[src/rtl/dma_mm2s_reader_if.sv]
// Descriptor, AXI4 read (AR/R), AXIS and status signals of one MM2S read engine.
// master = the reader itself, slave = the controller/interconnect/sink around it.
interface dma_mm2s_reader_if #(
    parameter int AXI_ADDR_WIDTH  = 32,
    parameter int AXI_DATA_WIDTH  = 128,
    parameter int AXI_LEN_WIDTH   = 32,
    parameter int AXIS_USER_WIDTH = 65
);
    logic [AXI_ADDR_WIDTH-1:0]  s_desc_addr;
    logic [AXI_LEN_WIDTH-1:0]   s_desc_len;
    logic [AXIS_USER_WIDTH-1:0] s_desc_user;
    logic                       s_desc_valid;
    logic                       s_desc_ready;

    logic [AXI_ADDR_WIDTH-1:0]  m_axi_araddr;
    logic [7:0]                 m_axi_arlen;
    logic [2:0]                 m_axi_arsize;
    logic [1:0]                 m_axi_arburst;
    logic                       m_axi_arvalid;
    logic                       m_axi_arready;

    logic [AXI_DATA_WIDTH-1:0]  m_axi_rdata;
    logic [1:0]                 m_axi_rresp;
    logic                       m_axi_rlast;
    logic                       m_axi_rvalid;
    logic                       m_axi_rready;

    logic [AXI_DATA_WIDTH-1:0]  m_axis_tdata;
    logic [AXIS_USER_WIDTH-1:0] m_axis_tuser;
    logic                       m_axis_tlast;
    logic                       m_axis_tvalid;
    logic                       m_axis_tready;

    logic                       done;
    logic                       err;

    modport master (
        input  s_desc_addr, s_desc_len, s_desc_user, s_desc_valid,
        output s_desc_ready,
        output m_axi_araddr, m_axi_arlen, m_axi_arsize, m_axi_arburst, m_axi_arvalid,
        input  m_axi_arready,
        input  m_axi_rdata, m_axi_rresp, m_axi_rlast, m_axi_rvalid,
        output m_axi_rready,
        output m_axis_tdata, m_axis_tuser, m_axis_tlast, m_axis_tvalid,
        input  m_axis_tready,
        output done, err
    );

    modport slave (
        output s_desc_addr, s_desc_len, s_desc_user, s_desc_valid,
        input  s_desc_ready,
        input  m_axi_araddr, m_axi_arlen, m_axi_arsize, m_axi_arburst, m_axi_arvalid,
        output m_axi_arready,
        output m_axi_rdata, m_axi_rresp, m_axi_rlast, m_axi_rvalid,
        input  m_axi_rready,
        input  m_axis_tdata, m_axis_tuser, m_axis_tlast, m_axis_tvalid,
        output m_axis_tready,
        input  done, err
    );
endinterface

[src/rtl/dma_mm2s_reader.sv]
// Splits one read descriptor into 4 KB-safe AXI4 bursts and streams R beats out as AXIS.
// AR one cycle after descriptor accept; R->AXIS is combinational, so tready backpressures R directly.
module dma_mm2s_reader #(
    parameter int AXI_ADDR_WIDTH  = 32,
    parameter int AXI_DATA_WIDTH  = 128,
    parameter int AXI_LEN_WIDTH   = 32,
    parameter int AXIS_USER_WIDTH = 65,
    parameter int MAX_BURST_BEATS = 16,
    parameter int MAX_OUTSTANDING = 4
) (
    input  logic               clk,
    input  logic               rst,
    dma_mm2s_reader_if.master  bus
);
    localparam int BYTES = AXI_DATA_WIDTH / 8;
    localparam int SIZE  = $clog2(BYTES);
    localparam int OUT_W = $clog2(MAX_OUTSTANDING + 1);

    typedef enum logic [1:0] {IDLE, ISSUE, DRAIN} state_t;

    state_t                     state;
    logic [AXI_ADDR_WIDTH-1:0]  araddr_q;
    logic [7:0]                 arlen_q;
    logic                       arvalid_q;
    logic [AXI_LEN_WIDTH-1:0]   rem_ar;
    logic [AXI_LEN_WIDTH-1:0]   total_beats;
    logic [AXI_LEN_WIDTH-1:0]   beat_cnt;
    logic [OUT_W-1:0]           outstanding;
    logic [OUT_W-1:0]           out_nxt;
    logic [AXIS_USER_WIDTH-1:0] user_q;
    logic                       err_q;
    logic                       done_q;
    logic                       rdy_q;

    logic                       active;
    logic                       desc_hs;
    logic                       ar_hs;
    logic                       r_hs;
    logic                       rlast_hs;
    logic                       tlast;
    logic [8:0]                 cur_beats;
    logic [AXI_ADDR_WIDTH-1:0]  next_addr;
    logic [AXI_LEN_WIDTH-1:0]   next_rem;
    logic [AXI_ADDR_WIDTH-1:0]  desc_addr_al;
    logic [AXI_LEN_WIDTH-1:0]   desc_beats;

    // Beats in the next burst: limited by what is left, the burst cap and the 4 KB page end.
    function automatic logic [8:0] burst_of(input logic [AXI_ADDR_WIDTH-1:0] addr,
                                            input logic [AXI_LEN_WIDTH-1:0]  rem);
        logic [12:0]              page;
        logic [AXI_LEN_WIDTH-1:0] b;
        page = (13'd4096 - {1'b0, addr[11:0]}) >> SIZE;
        b    = rem;
        if (b > AXI_LEN_WIDTH'(MAX_BURST_BEATS)) b = AXI_LEN_WIDTH'(MAX_BURST_BEATS);
        if (b > AXI_LEN_WIDTH'(page))            b = AXI_LEN_WIDTH'(page);
        return b[8:0];
    endfunction

    assign active       = (state != IDLE);
    assign desc_hs      = rdy_q && bus.s_desc_valid;
    assign ar_hs        = arvalid_q && bus.m_axi_arready;
    assign r_hs         = bus.m_axi_rvalid && bus.m_axis_tready && active;
    assign rlast_hs     = r_hs && bus.m_axi_rlast;
    assign tlast        = active && (beat_cnt == total_beats - AXI_LEN_WIDTH'(1));
    assign cur_beats    = {1'b0, arlen_q} + 9'd1;
    assign next_addr    = araddr_q + (AXI_ADDR_WIDTH'(cur_beats) << SIZE);
    assign next_rem     = rem_ar - AXI_LEN_WIDTH'(cur_beats);
    assign desc_addr_al = bus.s_desc_addr & ~AXI_ADDR_WIDTH'(BYTES - 1);
    assign desc_beats   = bus.s_desc_len >> SIZE;

    always_comb begin
        out_nxt = outstanding;
        if (ar_hs && !rlast_hs)
            out_nxt = outstanding + OUT_W'(1);
        else if (!ar_hs && rlast_hs && outstanding != '0)
            out_nxt = outstanding - OUT_W'(1);
    end

    always_ff @(posedge clk) begin
        if (rst) begin
            state       <= IDLE;
            araddr_q    <= '0;
            arlen_q     <= '0;
            arvalid_q   <= 1'b0;
            rem_ar      <= '0;
            total_beats <= '0;
            beat_cnt    <= '0;
            outstanding <= '0;
            user_q      <= '0;
            err_q       <= 1'b0;
            done_q      <= 1'b0;
            rdy_q       <= 1'b0;
        end else begin
            done_q      <= 1'b0;
            outstanding <= out_nxt;
            if (r_hs) beat_cnt <= beat_cnt + AXI_LEN_WIDTH'(1);
            if (r_hs && bus.m_axi_rresp != 2'b00) err_q <= 1'b1;

            case (state)
                IDLE: begin
                    if (desc_hs) begin
                        araddr_q    <= desc_addr_al;
                        rem_ar      <= desc_beats;
                        total_beats <= desc_beats;
                        beat_cnt    <= '0;
                        user_q      <= bus.s_desc_user;
                        err_q       <= 1'b0;
                        rdy_q       <= 1'b0;
                        if (desc_beats == '0) begin
                            done_q <= 1'b1;
                        end else begin
                            state     <= ISSUE;
                            arvalid_q <= 1'b1;
                            arlen_q   <= 8'(burst_of(desc_addr_al, desc_beats) - 9'd1);
                        end
                    end else begin
                        // Held low through the done cycle so the controller sees a gap.
                        rdy_q <= 1'b1;
                    end
                end
                ISSUE: begin
                    if (ar_hs) begin
                        araddr_q <= next_addr;
                        rem_ar   <= next_rem;
                        if (next_rem == '0) begin
                            arvalid_q <= 1'b0;
                            state     <= DRAIN;
                        end else begin
                            arvalid_q <= (out_nxt < OUT_W'(MAX_OUTSTANDING));
                            arlen_q   <= 8'(burst_of(next_addr, next_rem) - 9'd1);
                        end
                    end else begin
                        arvalid_q <= (out_nxt < OUT_W'(MAX_OUTSTANDING));
                    end
                end
                DRAIN: begin
                    if (r_hs && tlast) begin
                        state  <= IDLE;
                        done_q <= 1'b1;
                    end
                end
                default: state <= IDLE;
            endcase
        end
    end

    assign bus.s_desc_ready  = rdy_q;
    assign bus.m_axi_araddr  = araddr_q;
    assign bus.m_axi_arlen   = arlen_q;
    assign bus.m_axi_arsize  = 3'(SIZE);
    assign bus.m_axi_arburst = 2'b01;
    assign bus.m_axi_arvalid = arvalid_q;
    assign bus.m_axi_rready  = bus.m_axis_tready && active;
    assign bus.m_axis_tdata  = bus.m_axi_rdata;
    assign bus.m_axis_tuser  = user_q;
    assign bus.m_axis_tlast  = tlast;
    assign bus.m_axis_tvalid = bus.m_axi_rvalid && active;
    assign bus.done          = done_q;
    assign bus.err           = err_q;
endmodule
[src/flat_wrapper.sv]
// flat-port wrapper written by rule: the top's interface ports become plain ports
module dma_mm2s_reader_flat 
#(
    parameter int AXI_ADDR_WIDTH  = 32,
    parameter int AXI_DATA_WIDTH  = 128,
    parameter int AXI_LEN_WIDTH   = 32,
    parameter int AXIS_USER_WIDTH = 65,
    parameter int MAX_BURST_BEATS = 16,
    parameter int MAX_OUTSTANDING = 4
)
  (clk, rst, bus_s_desc_addr, bus_s_desc_len, bus_s_desc_user, bus_s_desc_valid, bus_s_desc_ready, bus_m_axi_araddr, bus_m_axi_arlen, bus_m_axi_arsize, bus_m_axi_arburst, bus_m_axi_arvalid, bus_m_axi_arready, bus_m_axi_rdata, bus_m_axi_rresp, bus_m_axi_rlast, bus_m_axi_rvalid, bus_m_axi_rready, bus_m_axis_tdata, bus_m_axis_tuser, bus_m_axis_tlast, bus_m_axis_tvalid, bus_m_axis_tready, bus_done, bus_err);
  dma_mm2s_reader_if #(.AXI_ADDR_WIDTH(AXI_ADDR_WIDTH), .AXI_DATA_WIDTH(AXI_DATA_WIDTH), .AXI_LEN_WIDTH(AXI_LEN_WIDTH), .AXIS_USER_WIDTH(AXIS_USER_WIDTH)) bus_i ();
  input  logic clk;
  input  logic rst;
  input wire logic [$bits(bus_i.s_desc_addr)-1:0] bus_s_desc_addr;
  input wire logic [$bits(bus_i.s_desc_len)-1:0] bus_s_desc_len;
  input wire logic [$bits(bus_i.s_desc_user)-1:0] bus_s_desc_user;
  input wire logic [$bits(bus_i.s_desc_valid)-1:0] bus_s_desc_valid;
  output wire logic [$bits(bus_i.s_desc_ready)-1:0] bus_s_desc_ready;
  output wire logic [$bits(bus_i.m_axi_araddr)-1:0] bus_m_axi_araddr;
  output wire logic [$bits(bus_i.m_axi_arlen)-1:0] bus_m_axi_arlen;
  output wire logic [$bits(bus_i.m_axi_arsize)-1:0] bus_m_axi_arsize;
  output wire logic [$bits(bus_i.m_axi_arburst)-1:0] bus_m_axi_arburst;
  output wire logic [$bits(bus_i.m_axi_arvalid)-1:0] bus_m_axi_arvalid;
  input wire logic [$bits(bus_i.m_axi_arready)-1:0] bus_m_axi_arready;
  input wire logic [$bits(bus_i.m_axi_rdata)-1:0] bus_m_axi_rdata;
  input wire logic [$bits(bus_i.m_axi_rresp)-1:0] bus_m_axi_rresp;
  input wire logic [$bits(bus_i.m_axi_rlast)-1:0] bus_m_axi_rlast;
  input wire logic [$bits(bus_i.m_axi_rvalid)-1:0] bus_m_axi_rvalid;
  output wire logic [$bits(bus_i.m_axi_rready)-1:0] bus_m_axi_rready;
  output wire logic [$bits(bus_i.m_axis_tdata)-1:0] bus_m_axis_tdata;
  output wire logic [$bits(bus_i.m_axis_tuser)-1:0] bus_m_axis_tuser;
  output wire logic [$bits(bus_i.m_axis_tlast)-1:0] bus_m_axis_tlast;
  output wire logic [$bits(bus_i.m_axis_tvalid)-1:0] bus_m_axis_tvalid;
  input wire logic [$bits(bus_i.m_axis_tready)-1:0] bus_m_axis_tready;
  output wire logic [$bits(bus_i.done)-1:0] bus_done;
  output wire logic [$bits(bus_i.err)-1:0] bus_err;
  assign bus_i.s_desc_addr = bus_s_desc_addr;
  assign bus_i.s_desc_len = bus_s_desc_len;
  assign bus_i.s_desc_user = bus_s_desc_user;
  assign bus_i.s_desc_valid = bus_s_desc_valid;
  assign bus_s_desc_ready = bus_i.s_desc_ready;
  assign bus_m_axi_araddr = bus_i.m_axi_araddr;
  assign bus_m_axi_arlen = bus_i.m_axi_arlen;
  assign bus_m_axi_arsize = bus_i.m_axi_arsize;
  assign bus_m_axi_arburst = bus_i.m_axi_arburst;
  assign bus_m_axi_arvalid = bus_i.m_axi_arvalid;
  assign bus_i.m_axi_arready = bus_m_axi_arready;
  assign bus_i.m_axi_rdata = bus_m_axi_rdata;
  assign bus_i.m_axi_rresp = bus_m_axi_rresp;
  assign bus_i.m_axi_rlast = bus_m_axi_rlast;
  assign bus_i.m_axi_rvalid = bus_m_axi_rvalid;
  assign bus_m_axi_rready = bus_i.m_axi_rready;
  assign bus_m_axis_tdata = bus_i.m_axis_tdata;
  assign bus_m_axis_tuser = bus_i.m_axis_tuser;
  assign bus_m_axis_tlast = bus_i.m_axis_tlast;
  assign bus_m_axis_tvalid = bus_i.m_axis_tvalid;
  assign bus_i.m_axis_tready = bus_m_axis_tready;
  assign bus_done = bus_i.done;
  assign bus_err = bus_i.err;
  dma_mm2s_reader #(.AXI_ADDR_WIDTH(AXI_ADDR_WIDTH), .AXI_DATA_WIDTH(AXI_DATA_WIDTH), .AXI_LEN_WIDTH(AXI_LEN_WIDTH), .AXIS_USER_WIDTH(AXIS_USER_WIDTH), .MAX_BURST_BEATS(MAX_BURST_BEATS), .MAX_OUTSTANDING(MAX_OUTSTANDING)) u_core (.clk(clk), .rst(rst), .bus(bus_i));
endmodule
[config.mk]
export PLATFORM = sky130hd
export DESIGN_NAME = dma_mm2s_reader_flat
export DESIGN_NICKNAME = d
export VERILOG_FILES = /design/src/rtl/dma_mm2s_reader_if.sv /design/src/rtl/dma_mm2s_reader.sv /design/src/flat_wrapper.sv
export SDC_FILE = /design/constraint.sdc
export NUM_CORES = 1
export LEC_CHECK = 0
export CAP_MARGIN = 20
export CELL_PAD_IN_SITES_DETAIL_PLACEMENT = 1
export CELL_PAD_IN_SITES_GLOBAL_PLACEMENT = 1
export CORE_AREA = 4 4 223 225
export CTS_CLUSTER_DIAMETER = 40
export CTS_CLUSTER_SIZE = 14
export DETAILED_ROUTE_END_ITERATION = 8
export DIE_AREA = 0 0 227 229
export DONT_BUFFER_PORTS = 1
export PLACE_DENSITY = 0.56
export REMOVE_ABC_BUFFERS = 1
export SLEW_MARGIN = 10
export SYNTH_ARGS = -nofsm -noshare
export SYNTH_HDL_FRONTEND = slang
export SYNTH_SLANG_ARGS = --single-unit
[constraint.sdc]
create_clock -name clk -period 7.8 [get_ports clk]
set_input_delay 0.78 -clock clk [delete_from_list [all_inputs] [get_ports clk]]
set_output_delay 0.78 -clock clk [all_outputs]
set_load 0.02 [all_outputs]
==> results.json <==
{
  "cts_buffers": 55,
  "drv_slew": 0,
  "hp-start": "rst",
  "seq_power_share_pct": 26.7,
  "die-area_sq_um": 52000,
  "synth_seq_area_share_pct": 30.5,
  "min_period_ns": 7.17,
  "drt-total-wl_microns": 65500,
  "place_inst": 2201,
  "stdcell_area_sq_um": 14900,
  "start_util_pct": 27.9,
  "die_h_microns": 229,
  "grt_start_max_net_pins": 166,
  "pwr-share-clk_pct": 55.8,
  "area_growth_pct": 12.2,
  "n_antenna_cell": 0,
  "yosysTopAreaCell": "dfxtp_1",
  "path_clk_slew_ns": 0.04,
  "place_area_sq_um": 12800,
  "die_w_microns": 227,
  "crit_buf_inv": 1,
  "cts.sinks": 202,
  "crit_family": "simple AND/OR/NAND/NOR gates",
  "clk_latency_ns": 0.59,
  "synth.area.top_cells": "dfxtp_1 (30%), nand2_1 (8.8%), buf_4 (7.8%)",
  "port_buffers": 0,
  "crit_fanout": 11,
  "drv_cap": 0,
  "register_area_sq_um": 4040,
  "grt_setup_unrepaired": "false",
  "ys_ff_latch": 202,
  "status": "finished clean",
  "grt_pass1_vias": 12601,
  "crit_arrival_ns": 7.64,
  "gp_congestion": 0.869,
  "finalNetCount": 1958,
  "worst_slew_pin_slew_ns": 1.03,
  "fin_cells": 2303,
  "hpwl_microns": 49100,
  "grt_pass1_wl_microns": 92800,
  "groute.usage.overall_pct": 24.2,
  "finalSetupViolations": 0,
  "crit_top_cell": "ha_1",
  "vias_per_cell": 5.58,
  "remaining_drc_errors": 0,
  "critPathCaptureType": "register",
  "critPathKind": "reg2reg",
  "post-synth-top-count-cell": "nand2_1",
  "final_hold_viol_count": 0,
  "power.density_nw_per_um2": 303,
  "cp-startpoint": "u_core.bus.m_axi_arlen[0]",
  "syn_avg_cell_area_sq_um": 7.39,
  "synth_flop_cell": "dfxtp_1",
  "ys_types": 78,
  "startpoint_type": "register",
  "cts_tree": "built",
  "cts-root-buf": "clkbuf_16",
  "cpPeakStageDelay_ns": 0.54,
  "p_comb_share_pct": 17.6,
  "rows": 80,
  "p_int_uw": 3160,
  "postSynth.asyncResetShare_pct": 0,
  "synthesis.area_sq_um": 13300,
  "synthTopCellsByCount": "nand2_1 (311), dfxtp_1 (202), a21oi_1 (171)",
  "worstPathRequired_ns": 8.27,
  "core_sq_um": 47500,
  "leakagePower_uw": 0.00543,
  "maxSlewHeadroom_pct": 31.5,
  "p_sw_uw": 1350,
  "postRouteAntennaNets": 0,
  "cp_slowest_cell": "dfxtp_1",
  "fin_worst_skew_ns": 0.0259,
  "p_sw_share_pct": 30.0,
  "synth_top_area_share_pct": 30.5,
  "yosysWarnings": 0,
  "filler_cell_count": 5697,
  "cts_setup_buffers": 0,
  "timing.rr.start": "u_core.bus.m_axi_arlen[0]",
  "h-tree-depth": 2,
  "syn_inst": 1794,
  "clockBufferDepth": 3,
  "first_pass_iters": 5,
  "drt_iter0_markers": 767,
  "fmax_mhz": 139,
  "antenna_found_initial": 0,
  "ir_worst_vdd_mv": 0.143,
  "pin_count": 511,
  "synth-edff-count": 0,
  "period_share_pct": 91.9,
  "num_vias": 12854,
  "hold_path.class": "in2reg",
  "multi_input_area_sq_um": 7740,
  "wl_per_cell_microns": 28.5,
  "drive_gt1_share_pct": 8.47,
  "tns_ns": 0,
  "globalRouteOverflowTotal": 0
}
## repair_timing
item / 4_1_cts / 5_1_grt
hold buffers: 0 / 0
resized for setup: 0 / 2
endpoints found under the setup margin: 0 / 1
## area by class of cell
type,count,share of cell area [%]
clock inverters,31,3.44
multi-input cells,1328,52.0
repair buffers,14,0.732
flip-flops and latches,202,27.2
clock buffers,70,10.4
inverters,43,1.08
well taps,615,5.17
## state kept, by name, indices dropped and copies added (netlist names)
register	cells
u_core.bus.m_axis_tuser	65
u_core.beat_cnt	32
u_core.rem_ar	32
u_core.bus.m_axi_araddr	28
u_core.total_beats	28
u_core.bus.m_axi_arlen	8
u_core.outstanding	3
u_core.state	2
u_core.bus.done	1
u_core.bus.err	1
u_core.bus.m_axi_arvalid	1
u_core.bus.s_desc_ready	1
## kinds of logic (layout without fill, tap and decap cells)
kind of cell | count (synthesis) | after routing | synth area share (%)
buffers and inverters | 279 | 158 | 12.0
flip-flops | 202 | 202 | 30.5
XOR/XNOR | 92 | 92 | 6.07
AO/OA/AOI/OAI | 423 | 423 | 19.9
adder cells (fa/ha/maj) | 48 | 48 | 4.64
AND/OR/NAND/NOR | 740 | 740 | 26.2
other | 2 | 17 | 0.0566
multiplexers | 8 | 8 | 0.604
## power groups by stage
stage / Clock, uW / Combinational (uW) / Sequential, uW
detailed placement: 0 / 785 / 1220
global placement: 0 / 763 / 1220
CTS: 2580 / 788 / 1200
finish: 2520 / 793 / 1200
floorplan: 0 / 578 / 1190
global route: 2620 / 885 / 1210
## worst paths after layout
kind	to	slack, ns	cells after the start
min	u_core.bus.m_axis_tuser[32]	0.29	1
max reg2reg	u_core.bus.m_axi_arlen[6]	0.63	27
max	u_core.bus.m_axi_arlen[6]	0.63	27
min reg2reg	u_core.rem_ar[0]	0.46	2
## layout by cell type (no fill, tap or decap), types with 13 or more instances in the layout
cell       Yosys  routed
o22ai_1       13      13
nand3_1       48      47
o211ai_1      17      17
nor4_1        31      30
clkbuf_16      0      56
o21ai_0       73      72
nor2b_1       15      14
ha_1          46      46
nor2_1       161     160
and3_1        17      16
o21a_1        16      16
xor2_1        40      40
a21oi_1      171     170
xnor2_1       52      52
a211oi_1      28      28
conb_1         2      17
nor3_1        33      33
inv_1         43      43
a22oi_1       14      14
dfxtp_1      202     202
or3_1         20      20
nand4_1       23      23
buf_4        137      13
nand2_1      311     310
## metal layers
layer  wire length [microns]  GRT usage [%]  part of all wire, %
met3                   11000           19.2                   17
met2                   25200           31.7                   38
met1                   26400           28.7                   40
met4                    1970           7.64                  3.0
met5                    1040           14.2                  1.6
## per-stage QoR
stage	hold slack [ns]	total power (uW)	utilization [%]	setup WS [ns]
final	0.292	4510	31.3	0.631
after global routing	0.255	4720	31.3	0.0252
after CTS	0.236	4570	31.3	0.709
after detailed placement	0.454	2010	26.9	0.708
after global placement	0.436	1980	26.9	0.907
after floorplan	0.426	1770	-	1.74
## worst reg2reg max path, delay by kind of cell, from the launching register on
kind            cells  cell delay, ns
simple gates       11            2.74
compound gates     11            2.37
fa+ha+maj           4            1.23
flops               1            0.54
buf+inv             1            0.21
Power figures use the tool's default switching activity.
==> RTL edit 1 (same flow settings) <==
Re-encode `state_t` (3 states) as one-hot, 3 bits wide.
--- a/src/rtl/dma_mm2s_reader.sv
+++ b/src/rtl/dma_mm2s_reader.sv
@@ -16,7 +16,7 @@
     localparam int SIZE  = $clog2(BYTES);
     localparam int OUT_W = $clog2(MAX_OUTSTANDING + 1);
 
-    typedef enum logic [1:0] {IDLE, ISSUE, DRAIN} state_t;
+    typedef enum logic [2:0] {IDLE = 3'b001, ISSUE = 3'b010, DRAIN = 3'b100} state_t;
 
     state_t                     state;
     logic [AXI_ADDR_WIDTH-1:0]  araddr_q;
Check against the original RTL: same outputs for any inputs over 4 cycles, from zero or initial values and one cycle with rst high; so few cycles prove little.
==> RTL edit 1 against the original RTL <==
  * Routed wire length grew 2.7%
  * Via count grew 4.2%
  * Worst setup slack gained 0.00085 ns
  * Area after synthesis grew 3.5%
  * Maximum frequency is essentially flat
  * Sequential cell count grew 1
  * Critical path type unchanged
  * Cell area shrank 0.13%
  * Sequential share of layout area grew 0.17 points
Power is not compared: it rests on default switching activity, and its combinational part moved more than twofold at a synthesized area within 25%.
==> RTL edit 1: results <==
metrics = {
    "min_path": {
        "hp-class": "input pin to flip-flop",
        "min_from": "bus_s_desc_user[52]",
        "holdPathStages": 2,
    },
    "synth": {
        "ys_types": 83,
        "ys.warnings.count": 0,
        "synthTopCellsByArea": "dfxtp_1, nand2_1, buf_4",
        "synth_top_flop_cell": "dfxtp_1",
        "async_flop_share_pct": 0,
        "yosysSeqAreaShare_pct": 29.6,
        "synth.top_cells.by_count": "nand2_1, dfxtp_1, a21oi_1",
    },
    "clock_tree": {
        "cts_setup_buffers": 0,
        "clk_latency_ns": 0.58,
        "cts_buffers": 49,
        "clk_pin_slew_worst_paths_ns": 0.05,
        "htree_num_levels": 2,
        "cts_resized": 0,
        "clockRootBuffer": "clkbuf_16",
        "clk_path_buf_depth": 3,
    },
    "setup_path": {
        "reg2reg_from": "u_core.bus.m_axi_arlen[0]",
        "cpPeakStageDelay_ns": 0.58,
        "criticalPathCategory": "flip-flop to flip-flop",
        "arrival_ns": 7.65,
        "crit_path_max_fanout": 14,
        "cp_slowest_cell": "dfxtp_1",
        "cp_top_family": "compound AO/OA/AOI/OAI gates",
        "reg2reg_depth": 24,
    },
    "sta": {
        "fin_skew_ns": 0.0378,
        "tightestPinTransition_ns": 1.06,
    },
    "pwr": {
        "leakage_uw": 0.00531,
        "ir_drop_v": 0.000222,
    },
    "global_routing": {
        "grt_max_degree": 174,
        "use_met1_pct": 26.6,
        "track_usage_pct": 24.7,
        "grt_pass1_wl_um": 95200,
        "grt_pass1_vias": 13200,
        "grt_use_met3_pct": 23.0,
        "use_met2_pct": 33.8,
        "antenna_found_initial": 0,
    },
    "placement": {
        "place_area_um2": 13200,
        "dp_hpwl_um": 50800,
        "io_buffers": 0,
        "place_congestion": 0.883,
    },
    "outcome": {
        "outcome": "finished, final reports clean",
    },
    "layout": {
        "drive_gt1_share_pct": 6.97,
        "layout.nets": 2040,
        "antenna_cells": 0,
        "fillers": 5785,
        "largest_reg_flops": 65,
    },
    "routing": {
        "wl_per_cell_um": 28.3,
        "routed_via_density": 5.63,
        "dr.pass1.iters": 7,
        "drt_iter0_drc": 815,
    },
}
## RTL edit 1: cell count changes after synthesis, moves of 10 or more
cell      delta
nand2_1     +22
o21ai_0     +11
clkbuf_1    +15
a21oi_1     +10
xor2_1      -10
inv_1       +18
nor3_1      +14
nor2_1      +17
## RTL edit 1: routing by layer
layer / share of wire, % / wire length, um
met5: 1.8 / 1220
met4: 2.8 / 1860
met3: 19 / 12700
met2: 39 / 26400
met1: 37 / 25200
## RTL edit 1: kinds of logic (layout without fill, tap and decap cells)
kind of cell    Yosys count  count (layout)  share of synthesized area (%)
simple gates            772             772                           26.0
other cells               2              17                         0.0547
buf+inv                 303             161                           12.2
flops                   203             203                           29.6
compound gates          468             468                           21.5
xor+xnor                 86              86                           5.49
fa+ha+maj                48              48                           4.49
mux                       9               9                          0.666
## RTL edit 1: path summary, 6_finish.rpt
| check | to | slack (ns) |
|---|---|---|
| max | u_core.bus.m_axi_arlen[5] | 0.63 |
| min | u_core.bus.m_axis_tuser[52] | 0.33 |
| max reg2reg | u_core.bus.m_axi_arlen[5] | 0.63 |
| min reg2reg | u_core.rem_ar[0] | 0.45 |
## RTL edit 1: final cells by class
type	count	share of cell area, %
clock inverters	24	1.77
inverters	61	1.54
flip-flops and latches	203	27.3
well taps	615	5.18
repair buffers	11	0.556
multi-input cells	1400	54.4
clock buffers	65	9.20
## RTL edit 1: stage by stage
step	std cells	util [%]	setup WS (ns)
final	2379	31.3	0.632
after CTS	2379	31.3	0.563
after global placement	2290	27.8	0.699
after floorplan	1664	-	1.95
after global routing	2379	31.3	0.0222
after detailed placement	2290	27.8	0.605
## RTL edit 1: power by group
group	internal, uW	switching, uW
Clock	1340	690
Combinational	1060	1960
Sequential	1250	451
==> RTL edit 2 (config.mk and constraints unchanged) <==
Made on the original files. `AXI_LEN_WIDTH` is set to 32 in 3 places; all go to 16.
--- a/src/rtl/dma_mm2s_reader_if.sv
+++ b/src/rtl/dma_mm2s_reader_if.sv
@@ -3,7 +3,7 @@
 interface dma_mm2s_reader_if #(
     parameter int AXI_ADDR_WIDTH  = 32,
     parameter int AXI_DATA_WIDTH  = 128,
-    parameter int AXI_LEN_WIDTH   = 32,
+    parameter int AXI_LEN_WIDTH   = 16,
     parameter int AXIS_USER_WIDTH = 65
 );
     logic [AXI_ADDR_WIDTH-1:0]  s_desc_addr;
--- a/src/rtl/dma_mm2s_reader.sv
+++ b/src/rtl/dma_mm2s_reader.sv
@@ -3,7 +3,7 @@
 module dma_mm2s_reader #(
     parameter int AXI_ADDR_WIDTH  = 32,
     parameter int AXI_DATA_WIDTH  = 128,
-    parameter int AXI_LEN_WIDTH   = 32,
+    parameter int AXI_LEN_WIDTH   = 16,
     parameter int AXIS_USER_WIDTH = 65,
     parameter int MAX_BURST_BEATS = 16,
     parameter int MAX_OUTSTANDING = 4
--- a/src/flat_wrapper.sv
+++ b/src/flat_wrapper.sv
@@ -3,7 +3,7 @@
 #(
     parameter int AXI_ADDR_WIDTH  = 32,
     parameter int AXI_DATA_WIDTH  = 128,
-    parameter int AXI_LEN_WIDTH   = 32,
+    parameter int AXI_LEN_WIDTH   = 16,
     parameter int AXIS_USER_WIDTH = 65,
     parameter int MAX_BURST_BEATS = 16,
     parameter int MAX_OUTSTANDING = 4
Ports: changed (resized bus_s_desc_len); port bits go from 511 to 495. No check against the original RTL was run, so the function may have changed too.
==> RTL edit 2 against the original RTL <==
  * Worst setup slack got worse by 0.12 ns
  * Critical endpoint unchanged
  * Power fell by 46%
  * Core utilization is 9.6 points lower
  * Routed wire length shrank 18%
  * Area after synthesis down 24%
  * Cell area shrank 31%
  * Sequential cell count down 48
  * Hold slack better by 0.074 ns
==> RTL edit 2: results <==
metrics = {
    "layout": {
        "finalNonFillerCells": 1802,
        "final_core_util_pct": 21.7,
        "area_share_clock_buf_inv_pct": 6.05,
        "n_clock_buffer": 18,
        "buffers_excl_clock": 8,
        "seqCellArea_um2": 3080,
        "inverters": 40,
        "multi_input_area_um2": 5620,
        "antenna_cells": 1,
        "layout.nets": 1471,
        "area_share_nonclk_buffers_pct": 0.582,
        "area_growth_pct": 2.65,
        "multiInputCombCellCount": 952,
    },
    "setup_path": {
        "reg2reg_depth": 25,
        "cpPeakStageDelay_ns": 0.59,
        "cp_slowest_cell": "a211oi_1",
        "crit_path_max_fanout": 8,
        "arrival_ns": 7.63,
    },
    "clock_tree": {
        "clk_pin_slew_worst_paths_ns": 0.07,
        "htree_num_levels": 4,
        "clk_path_buf_depth": 2,
    },
    "min_path": {
        "hold_path_end": "u_core.bus.m_axis_tuser[26]",
    },
    "global_routing": {
        "use_met2_pct": 25.2,
        "grt_pass1_wl_um": 73300,
        "grt_use_met3_pct": 20.0,
        "track_usage_pct": 20.1,
        "grt_pass1_vias": 9017,
    },
    "synth": {
        "yosysSeqAreaShare_pct": 30.7,
        "synth-seq-cells": 154,
        "ys_types": 73,
        "synth-compound-area-share_pct": 19.0,
        "synthTopCellsByArea": "dfxtp_1, buf_4, nand2_1",
        "synth.top_cells.by_count": "nand2_1, dfxtp_1, a21oi_1, buf_4, nor2_1",
    },
    "routing": {
        "routed_wl_um": 53600,
        "routed_via_density": 5.12,
        "drt_iter0_drc": 701,
    },
    "pwr": {
        "swShare_pct": 35.7,
        "leakage_uw": 0.00363,
    },
    "placement": {
        "dp_hpwl_um": 40600,
        "dp_slack_ns": 0.652,
        "place_area_um2": 9690,
    },
    "outcome": {
        "outcome": "finished, final reports clean",
    },
}
RTL edit 2: critical path, delay by kind of cell, from the launching register on:
family | cells | cell delay [ns]
AO/OA/AOI/OAI | 7 | 1.51
AND/OR/NAND/NOR | 9 | 2.67
multiplexers | 2 | 0.54
XOR/XNOR | 2 | 0.77
buffers and inverters | 1 | 0.10
adder cells (fa/ha/maj) | 4 | 1.03
flip-flops | 1 | 0.53
RTL edit 2: metal layers:
| metal | vias to the layer above | share of wire, % |
|---|---|---|
| met5 | - | 1.6 |
| met4 | 18 | 1.7 |
| met3 | 56 | 20 |
| met2 | 550 | 37 |
| met1 | 4465 | 39 |
| li1 | 4139 | - |
RTL edit 2: power groups by stage:
stage	Combinational, uW	Clock, uW	Sequential, uW
after global placement	565	0	949
after global routing	651	987	939
after floorplan	430	0	931
after detailed placement	580	0	951
after CTS	583	964	933
final	586	925	932
